`config.mk`:
```
export PLATFORM = sky130hd
export DESIGN_NAME = zece_datapath
export DESIGN_NICKNAME = d
export VERILOG_FILES = /design/src/rtl/zece_datapath.sv
export SDC_FILE = /design/constraint.sdc
export NUM_CORES = 1
export LEC_CHECK = 0
export ABC_AREA = 0
export BUFFER_PORTS_ARGS = -buffer_cell sky130_fd_sc_hd__buf_2
export CELL_PAD_IN_SITES_DETAIL_PLACEMENT = 1
export CELL_PAD_IN_SITES_GLOBAL_PLACEMENT = 2
export CORE_AREA = 3 3 80 82
export CTS_BUF_LIST = sky130_fd_sc_hd__clkbuf_2
export CTS_CLUSTER_DIAMETER = 100
export DETAILED_ROUTE_END_ITERATION = 6
export DIE_AREA = 0 0 83 85
export GPL_TIMING_DRIVEN = 0
export HOLD_SLACK_MARGIN = 0.03
export PLACE_DENSITY = 0.9
export SYNTH_ARGS = -nofsm -noshare
export SYNTH_HDL_FRONTEND = slang
export SYNTH_SLANG_ARGS = --single-unit
```
`constraint.sdc`:
```
create_clock -name clk -period 2 [get_ports clk]
set_input_delay 0.4 -clock clk [delete_from_list [all_inputs] [get_ports clk]]
set_output_delay 0.4 -clock clk [all_outputs]
set_load 0.02 [all_outputs]
```
`src/rtl/zece_datapath.sv`:
```
// Datapath beside the control automaton: A/B/C registers driven by micro-op strobes t1..t9,
// returning condition flags x (A negative) and y (counter exhausted) for the next edge.
module zece_datapath #(
  parameter int W  = 8,
  parameter int CW = 4
) (
  input  logic         clk,
  input  logic         res,
  input  logic         t1,
  input  logic         t2,
  input  logic         t3,
  input  logic         t4,
  input  logic         t5,
  input  logic         t6,
  input  logic         t7,
  input  logic         t8,
  input  logic         t9,
  input  logic [W-1:0] din,
  output logic         x,
  output logic         y,
  output logic [W-1:0] dout,
  output logic         dout_vld,
  output logic         ovf,
  output logic         err
);

  localparam logic [W-1:0]  A_ZERO = {W{1'b0}};
  localparam logic [CW-1:0] C_ZERO = {CW{1'b0}};
  localparam logic [CW-1:0] C_ONE  = {{(CW-1){1'b0}}, 1'b1};

  // Two's-complement overflow: operands of equal sign giving a result of the other sign.
  function automatic logic add_ovf(input logic [W-1:0] a, input logic [W-1:0] b,
                                   input logic [W-1:0] s);
    return (a[W-1] == b[W-1]) && (s[W-1] != a[W-1]);
  endfunction

  // For a-b the operand signs must differ for the result to leave the range.
  function automatic logic sub_ovf(input logic [W-1:0] a, input logic [W-1:0] b,
                                   input logic [W-1:0] d);
    return (a[W-1] != b[W-1]) && (d[W-1] != a[W-1]);
  endfunction

  logic [W-1:0]  a_r, b_r, dout_r;
  logic [CW-1:0] c_r;
  logic          vld_r, ovf_r, err_r;

  logic [W-1:0]  a_nxt_s, b_nxt_s, sum_s, dif_s;
  logic [CW-1:0] c_nxt_s;
  logic          ovf_set_s, ovf_nxt_s;

  // Next-state selection with the A/B/C priority chains; all reads use pre-edge values.
  always_comb begin
    sum_s     = a_r + b_r;
    dif_s     = a_r - b_r;
    a_nxt_s   = a_r;
    b_nxt_s   = b_r;
    c_nxt_s   = c_r;
    ovf_set_s = 1'b0;
    if (t9) begin
      a_nxt_s = A_ZERO;
    end else if (t5) begin
      a_nxt_s   = dif_s;
      ovf_set_s = sub_ovf(a_r, b_r, dif_s);
    end else if (t1) begin
      a_nxt_s   = sum_s;
      ovf_set_s = add_ovf(a_r, b_r, sum_s);
    end else begin
      a_nxt_s = a_r;
    end
    if (t7) begin
      b_nxt_s = din;
    end else if (t4) begin
      b_nxt_s = {b_r[W-2:0], 1'b0};
    end else begin
      b_nxt_s = b_r;
    end
    if (t8) begin
      c_nxt_s = din[CW-1:0];
    end else if (t2 && (c_r != C_ZERO)) begin
      c_nxt_s = c_r - C_ONE;
    end else begin
      c_nxt_s = c_r;
    end
    // A fresh overflow wins over a same-edge clear.
    if (ovf_set_s) begin
      ovf_nxt_s = 1'b1;
    end else if (t6) begin
      ovf_nxt_s = 1'b0;
    end else begin
      ovf_nxt_s = ovf_r;
    end
  end

  // State registers with synchronous reset overriding every strobe.
  always_ff @(posedge clk) begin
    if (res) begin
      a_r    <= A_ZERO;
      b_r    <= A_ZERO;
      c_r    <= C_ZERO;
      dout_r <= A_ZERO;
      vld_r  <= 1'b0;
      ovf_r  <= 1'b0;
      err_r  <= 1'b0;
    end else begin
      a_r    <= a_nxt_s;
      b_r    <= b_nxt_s;
      c_r    <= c_nxt_s;
      dout_r <= t3 ? a_r : dout_r;
      vld_r  <= t3;
      ovf_r  <= ovf_nxt_s;
      err_r  <= err_r | (t7 ^ t8);
    end
  end

  assign x        = a_r[W-1];
  assign y        = (c_r == C_ZERO);
  assign dout     = dout_r;
  assign dout_vld = vld_r;
  assign ovf      = ovf_r;
  assign err      = err_r;

endmodule
```
Yosys cells after proc, flatten, opt, wreduce, memory -nomap -nowiden:

Cells that the tools add are included.

* register bits: 31
* logic and storage cells: 37

* $add $sub $neg: 3
* bitwise gates (word level): 2
* eq/ne operators: 4
* multiplexer cells: 11
* reductions and logical operators: 10

Operators by type and width (number)
* 8-bit 2-to-1 mux: 4
* 8-bit adder: 1
* 4-bit 2-to-1 mux: 2
* 2-bit nonzero test: 4
* 8-bit subtractor: 1
* 1-bit 2-to-1 mux: 5
* 4-bit logical NOT: 1
* 4-bit nonzero test: 1
* 4-bit by 1-bit subtractor with 4-bit output, second input constant: 1
* 1-bit logical AND: 3
* 1-bit inequality test: 3
* 2-bit OR reduction: 1
* 1-bit == test: 1
* 1-bit OR: 1
* 1-bit bitwise XOR: 1

Longest topological paths before layout:

Gate-level depths: netlist of run 1.

* depth after elaboration: 7
* mapped depth: 10
* depth with buffers taken out: 10

Least setup slack after synthesis of run 1:

OpenSTA, ideal clock, no wires.

* path type: reg-to-reg
* start: reg b_r[1]
* end: reg a_r[7]
* library setup time: 127 ps
* required time: 1873 ps
* buffers on the path: 0
* period minus slack after synthesis: 1822 ps
* cell stages (with the launch flop): 9
* data arrival time: 1695 ps
* setup slack: 178 ps
* path through: dfxtp_1 inv_1 ha_1 nor2b_4 o311ai_4 a21boi_2 o311a_1 o211ai_2 o31ai_2

* word-level cells in the longest chain between the ends: 3
* elaborated cells between the ends (all ways): 4
* those cells by class: add/sub: 2; mux: 2

RTL lines
* start: declaration: RTL line 43 `logic [W-1:0] a_r, b_r, dout_r;`
* start signal: assignment: RTL line 106 `b_r <= b_nxt_s;`
* 8-bit adder: RTL line 53 `sum_s = a_r + b_r;`
* 8-bit 2-to-1 mux: RTL line 64 `end else if (t1) begin`
* 8-bit 2-to-1 mux (*): RTL line 61 `end else if (t5) begin`
* end signal: assignment: RTL line 105 `a_r <= a_nxt_s;`
* end: declaration: RTL line 43

Mark *: on every way between the ends. The rest lies on a longest branch, timed or not. The select of a mux whose other input is x is not followed.
A chain may end at the register's enable or synchronous reset.

Worst setup path after layout of run 1:

* start: reg a_r[0]
* end: reg a_r[4]

* word-level cells in the longest chain between the ends: 3
* elaborated cells between the ends (all ways): 4
* those cells by class: add/sub: 2; mux: 2

RTL lines (RTL line)
* 8-bit adder: 53
* 8-bit 2-to-1 mux: 64
* 8-bit 2-to-1 mux (*): 61

Marks and branches as above.

==> results of run 1 <==
cell type report:
type,count,area [sq um]
buffer,11,52.6
clock inverter,2,8.76
clock buffer,5,25.0
timing repair buffer,27,138
sequential,31,633
tap,75,93.8
multi-input combinational,170,1310
fill,742,3490
inverter,18,72.6
kinds of logic after synthesis:
| group | after synthesis | share of synthesized area [%] |
|---|---|---|
| simple gates | 70 | 16.0 |
| compound gates | 62 | 25.0 |
| xor+xnor | 5 | 2.20 |
| mux | 16 | 8.06 |
| buf+inv | 29 | 6.05 |
| flops | 31 | 31.2 |
| fa+ha+maj | 17 | 11.5 |
through the flow:
| step | setup slack [ns] | hold slack, ns | setup TNS, ns |
|---|---|---|---|
| 2_1_floorplan | 0.178 | 0.479 | 0 |
| 3_3_place_gp | -0.0203 | 0.442 | -0.0203 |
| 3_5_place_dp | -0.0306 | 0.454 | -0.0552 |
| 4_1_cts | 0.00143 | 0.187 | 0 |
| 5_1_grt | -0.0555 | 0.174 | -0.132 |
| 6_report | 0.0466 | 0.212 | 0 |
state kept, by name, summed over array words and instances (netlist names):
| signal | cells |
|---|---|
| a_r | 8 |
| err | 1 |
| c_r | 4 |
| ovf | 1 |
| dout | 8 |
| b_r | 8 |
| dout_vld | 1 |
synthesized netlist by cell type, types with 2 or more instances:
cell,number
nor2_1,43
dfxtp_1,31
a21oi_1,22
inv_1,16
mux2i_1,16
ha_1,15
nand2_1,9
clkbuf_1,6
o21ai_0,5
nor2b_1,4
a211oi_1,3
nand2b_1,3
o221ai_1,3
xnor2_1,3
a211oi_2,2
a21oi_4,2
a221o_1,2
buf_2,2
fa_1,2
inv_2,2
nor3_1,2
nor3b_1,2
o211ai_1,2
o211ai_2,2
o21bai_1,2
o31ai_2,2
xor2_1,2
layer usage:
metal / global-route usage [%] / wire (microns) / up-vias
met5: 0 / 0 / -
met4: 5.05 / 65 / 0
met3: 3.11 / 121 / 8
met2: 25.2 / 2540 / 21
met1: 17.4 / 2280 / 806
li1: - / - / 866
where the power goes:
part	total, uW	switching [uW]	internal, uW
sequential	695	39.5	655
combinational	429	245	183
clock	289	215	73.9
total	1410	500	912
final timing paths:
path | to | slack, ns | cells after the start
setup / recovery | a_r[4] | 0.05 | 8
hold / removal | a_r[1] | 0.21 | 2
hold reg to reg | ovf | 0.46 | 2
setup reg to reg | a_r[4] | 0.05 | 8
repair_timing:
item / CTS / global route
pin swaps: 0 / 3
setup buffers: 0 / 1
hold buffers: 0 / 0
setup endpoints to repair: 3 / 5
hold endpoints to repair: 0 / 0
gates cloned: 0 / 0
gates resized for setup: 4 / 19
critical path: stages (launching register included):
cell and delay (ns):
dfxtp_2 0.37, inv_1 0.06, ha_1 0.15, inv_1 0.05, fa_1 0.43, a21oi_2 0.16
o21bai_2 0.10, a221o_2 0.40, a21oi_1 0.16
==> results.toml, run 1 <==
[cells_and_area]
layout.nets = 300
layoutNonFillerInstCount = 339
area_growth_syn_to_layout_pct = 17.2
mostFrequentLayoutCells = "nor2_1, buf_2, dfxtp_1"
layout_commonest_cell = "nor2_1"
layout-drive-gt1-share_pct = 27.7
n_antenna_cell = 0
utilization_pct = 40.0
design_area_sq_um = 2330

[floorplan]
chipHeight_microns = 85
dieWidth_microns = 83
fp.dieArea_sq_um = 7060
ios = 32
floorplan.initialDensity_pct = 34.2
rows = 28
core_sq_um = 5820

[clock_network]
cts_made_buffers = 5
cts_tree = "yes"
cts-root-buf = "clkbuf_2"
cts_buffer_depth = 2
clkTransAtPathRegs_ns = 0.16
cts.htree.levels = 2
worstSkewPairLatency_ns = 0.37
clock-sinks = 31

[place]
portBuffers = 26
gp_congestion = 0.828
dp.cells = 331
dpl_cell_area_sq_um = 2210
dp_hpwl_mm = 4.01

[drt]
num_vias = 1701
dr.pass1.iters = 6
drc_errors = 0
drtAntennaViolNets = 0
vias_per_cell = 5.02
wire_per_inst_microns = 14.8
drtIter0Drc = 62
finalWirelength_mm = 5.01

[logic_synthesis]
syn_area_sq_um = 1990
synth_cell_types = 52
async_reset_ff_share_pct = 0
ys_top_cells_by_area = "dfxtp_1, ha_1, nor2_1, mux2i_1, a21oi_1"
synth_top_area_cell = "dfxtp_1"
synth-seq-area-share_pct = 31.2
syn_area_per_cell_sq_um = 8.64
yosysWarnings = 0
yosysTopAreaCellShare_pct = 31.2
synth-edff-count = 0
synthFlopType = "dfxtp_1"
synth_cells = 230
synth_nets = 266
yosys_register_bits = 31

[hold_path]
hp-start = "t9"
worstHoldPathType = "input pin to flip-flop"

[sta]
setup_viol = 0
tightest_slew_ns = 0.704
fin_crit_sh_pct = 97.7
slew_headroom_pct = 52.9
fmax_ghz = 0.512
period_needed_ns = 1.95
fin_skew_ns = 0.0141
grt_setup_unrepaired = "true"
drv_slew = 0
hold_viol_final = 0

[worst_setup_path]
critical_path.startpoint = "a_r[0]"
worstSetupPathType = "flip-flop to flip-flop"
worst_setup_path_start_kind = "flip-flop"
cp.arrival_ns = 2.24
crit_fanout = 4
cp.required_ns = 2.29
critPathCaptureType = "flip-flop"
worstReg2RegStart = "a_r[0]"

[global_route]
grt_max_degree = 11
grt_pass1_vias = 1723
grt_pass1_wl_mm = 8.20
grt_usage_pct = 14.4
grt_overflow = 0
grt_antenna_before_repair = 0

[power_and_ir_drop]
p_leak_uw = 0.000987
p_total_uw = 1410
power.density_nw_per_um2 = 606
vdd_drop_max_uv = 329

[flow_run]
drv_cap = 0

[run_status]
outcome = "complete, no violations"
Note: power is estimated with default switching activity, not from simulation.
==> inputs of run 2 (changes only) <==
==> constraint.sdc (replaced) <==
create_clock -name clk -period 2.2 [get_ports clk]
set_input_delay 0.44 -clock clk [delete_from_list [all_inputs] [get_ports clk]]
set_output_delay 0.44 -clock clk [all_outputs]
set_load 0.02 [all_outputs]
==> results.toml, run 2 (synthesis gave the netlist of run 1 again) <==
[cells_and_area]
area_growth_syn_to_layout_pct = 13.2
n_antenna_cell = 0
layout-drive-gt1-share_pct = 20.9
layout.nets = 299
fillCellCount = 747
multi_input_area_sq_um = 1250
design_area_sq_um = 2250
layout_commonest_cell = "nor2_1"
mostFrequentLayoutCells = "nor2_1, dfxtp_1, buf_2"
regArea_sq_um = 621

[floorplan]
rows = 28
dieWidth_microns = 83
ios = 32
core_sq_um = 5820
floorplan.initialDensity_pct = 34.2
fp.dieArea_sq_um = 7060
chipHeight_microns = 85

[sta]
hold_viol_final = 0
fmax_ghz = 0.494
drv_slew = 0
grt_setup_unrepaired = "false"
tightest_slew_ns = 0.709
timing.hold.ws_ns = 0.266
setup_viol = 0
slew_headroom_pct = 52.5
period_needed_ns = 2.02
fin_skew_ns = 0.00488
tns_ns = 0
fin_crit_sh_pct = 91.9

[drt]
wl_met3_microns = 132
drtAntennaViolNets = 0
vias_per_cell = 5.02
num_vias = 1696
wire_per_inst_microns = 14.8
dr_wl_met2_mm = 2.49
dr.pass1.iters = 4
drtIter0Drc = 77
wl_met1_mm = 2.30
finalWirelength_mm = 4.99
drc_errors = 0
routed.top_layer = "met4"

[global_route]
grt_max_degree = 11
grt_overflow = 0
grt_pass1_wl_mm = 8.24
grt_pass1_vias = 1723
grt_antenna_before_repair = 0
grt_usage_pct = 14.5

[power_and_ir_drop]
internal_power_uw = 813
sw_frac_of_total_pct = 35.5
power_switching_uw = 447
combinationalPowerShare_pct = 29.0
p_total_uw = 1260
p_seq_share_pct = 50.0
clockPowerShare_pct = 21.0
vdd_drop_max_uv = 303
power.density_nw_per_um2 = 560
p_leak_uw = 0.000973

[place]
dp_hpwl_mm = 4.01
portBuffers = 26
dpl_cell_area_sq_um = 2210
gp_congestion = 0.828

[clock_network]
cts_post_setup_buffers_inserted = 0
worstSkewPairLatency_ns = 0.36
clock-sinks = 31
cts_buffer_depth = 2
cts-hold-fix-buffers = 0
cts.htree.levels = 2
cts-root-buf = "clkbuf_2"
clkTransAtPathRegs_ns = 0.16
cts_made_buffers = 5
cts_tree = "yes"
post_cts_resized = 0

[flow_run]
drv_cap = 0

[worst_setup_path]
crit_fanout = 4
cp.required_ns = 2.47
cp.arrival_ns = 2.29
worstSetupPathType = "flip-flop to flip-flop"
critPathCaptureType = "flip-flop"
worst_setup_path_start_kind = "flip-flop"

[run_status]
outcome = "complete, no violations"

[hold_path]
worstHoldPathType = "input pin to flip-flop"
-- run 2: worst max-delay path: stages (launching register included) --
cell	delay (ns)
dfxtp_1	0.41
inv_1	0.13
ha_1	0.36
nor2b_4	0.06
o311ai_4	0.29
a21boi_2	0.10
o311a_1	0.34
o211ai_2	0.16
o31ai_2	0.08
-- run 2: cell type report --
type	instances	area share, %
inverters	18	3.00
well taps	75	4.17
repair buffers	26	5.78
flip-flops and latches	31	27.6
clock buffers	5	1.11
multi-input cells	170	55.6
clock inverters	2	0.389
plain buffers	11	2.34
-- run 2: layer usage --
| layer | global-route usage (%) | vias to the layer above |
|---|---|---|
| li1 | - | 863 |
| met1 | 17.6 | 799 |
| met2 | 25.2 | 27 |
| met3 | 3.11 | 7 |
| met4 | 5.05 | 0 |
| met5 | 0 | - |
-- run 2: per-stage QoR --
step           instances  worst slack [ns]  utilization [%]
3_5_place_dp         331             0.169             38.0
6_report             338             0.178             38.7
3_3_place_gp         331             0.180             38.0
5_1_grt              338           0.00524             38.7
4_1_cts              338             0.141             38.6
2_1_floorplan        230             0.378                -
-- run 2: power groups by stage --
stage | clock network [uW] | logic, uW | registers (uW)
2_1_floorplan | 0 | 265 | 646
3_3_place_gp | 0 | 354 | 641
3_5_place_dp | 0 | 365 | 642
4_1_cts | 281 | 366 | 630
5_1_grt | 315 | 407 | 636
6_report | 264 | 366 | 630
-- run 2: path summary, 6_finish.rpt --
path,end,slack (ns),cells after the start,from
max,a_r[7],0.18,8,b_r[1]
min,a_r[1],0.27,2,t9
max reg2reg,a_r[7],0.18,8,b_r[1]
min reg2reg,ovf,0.46,2,ovf
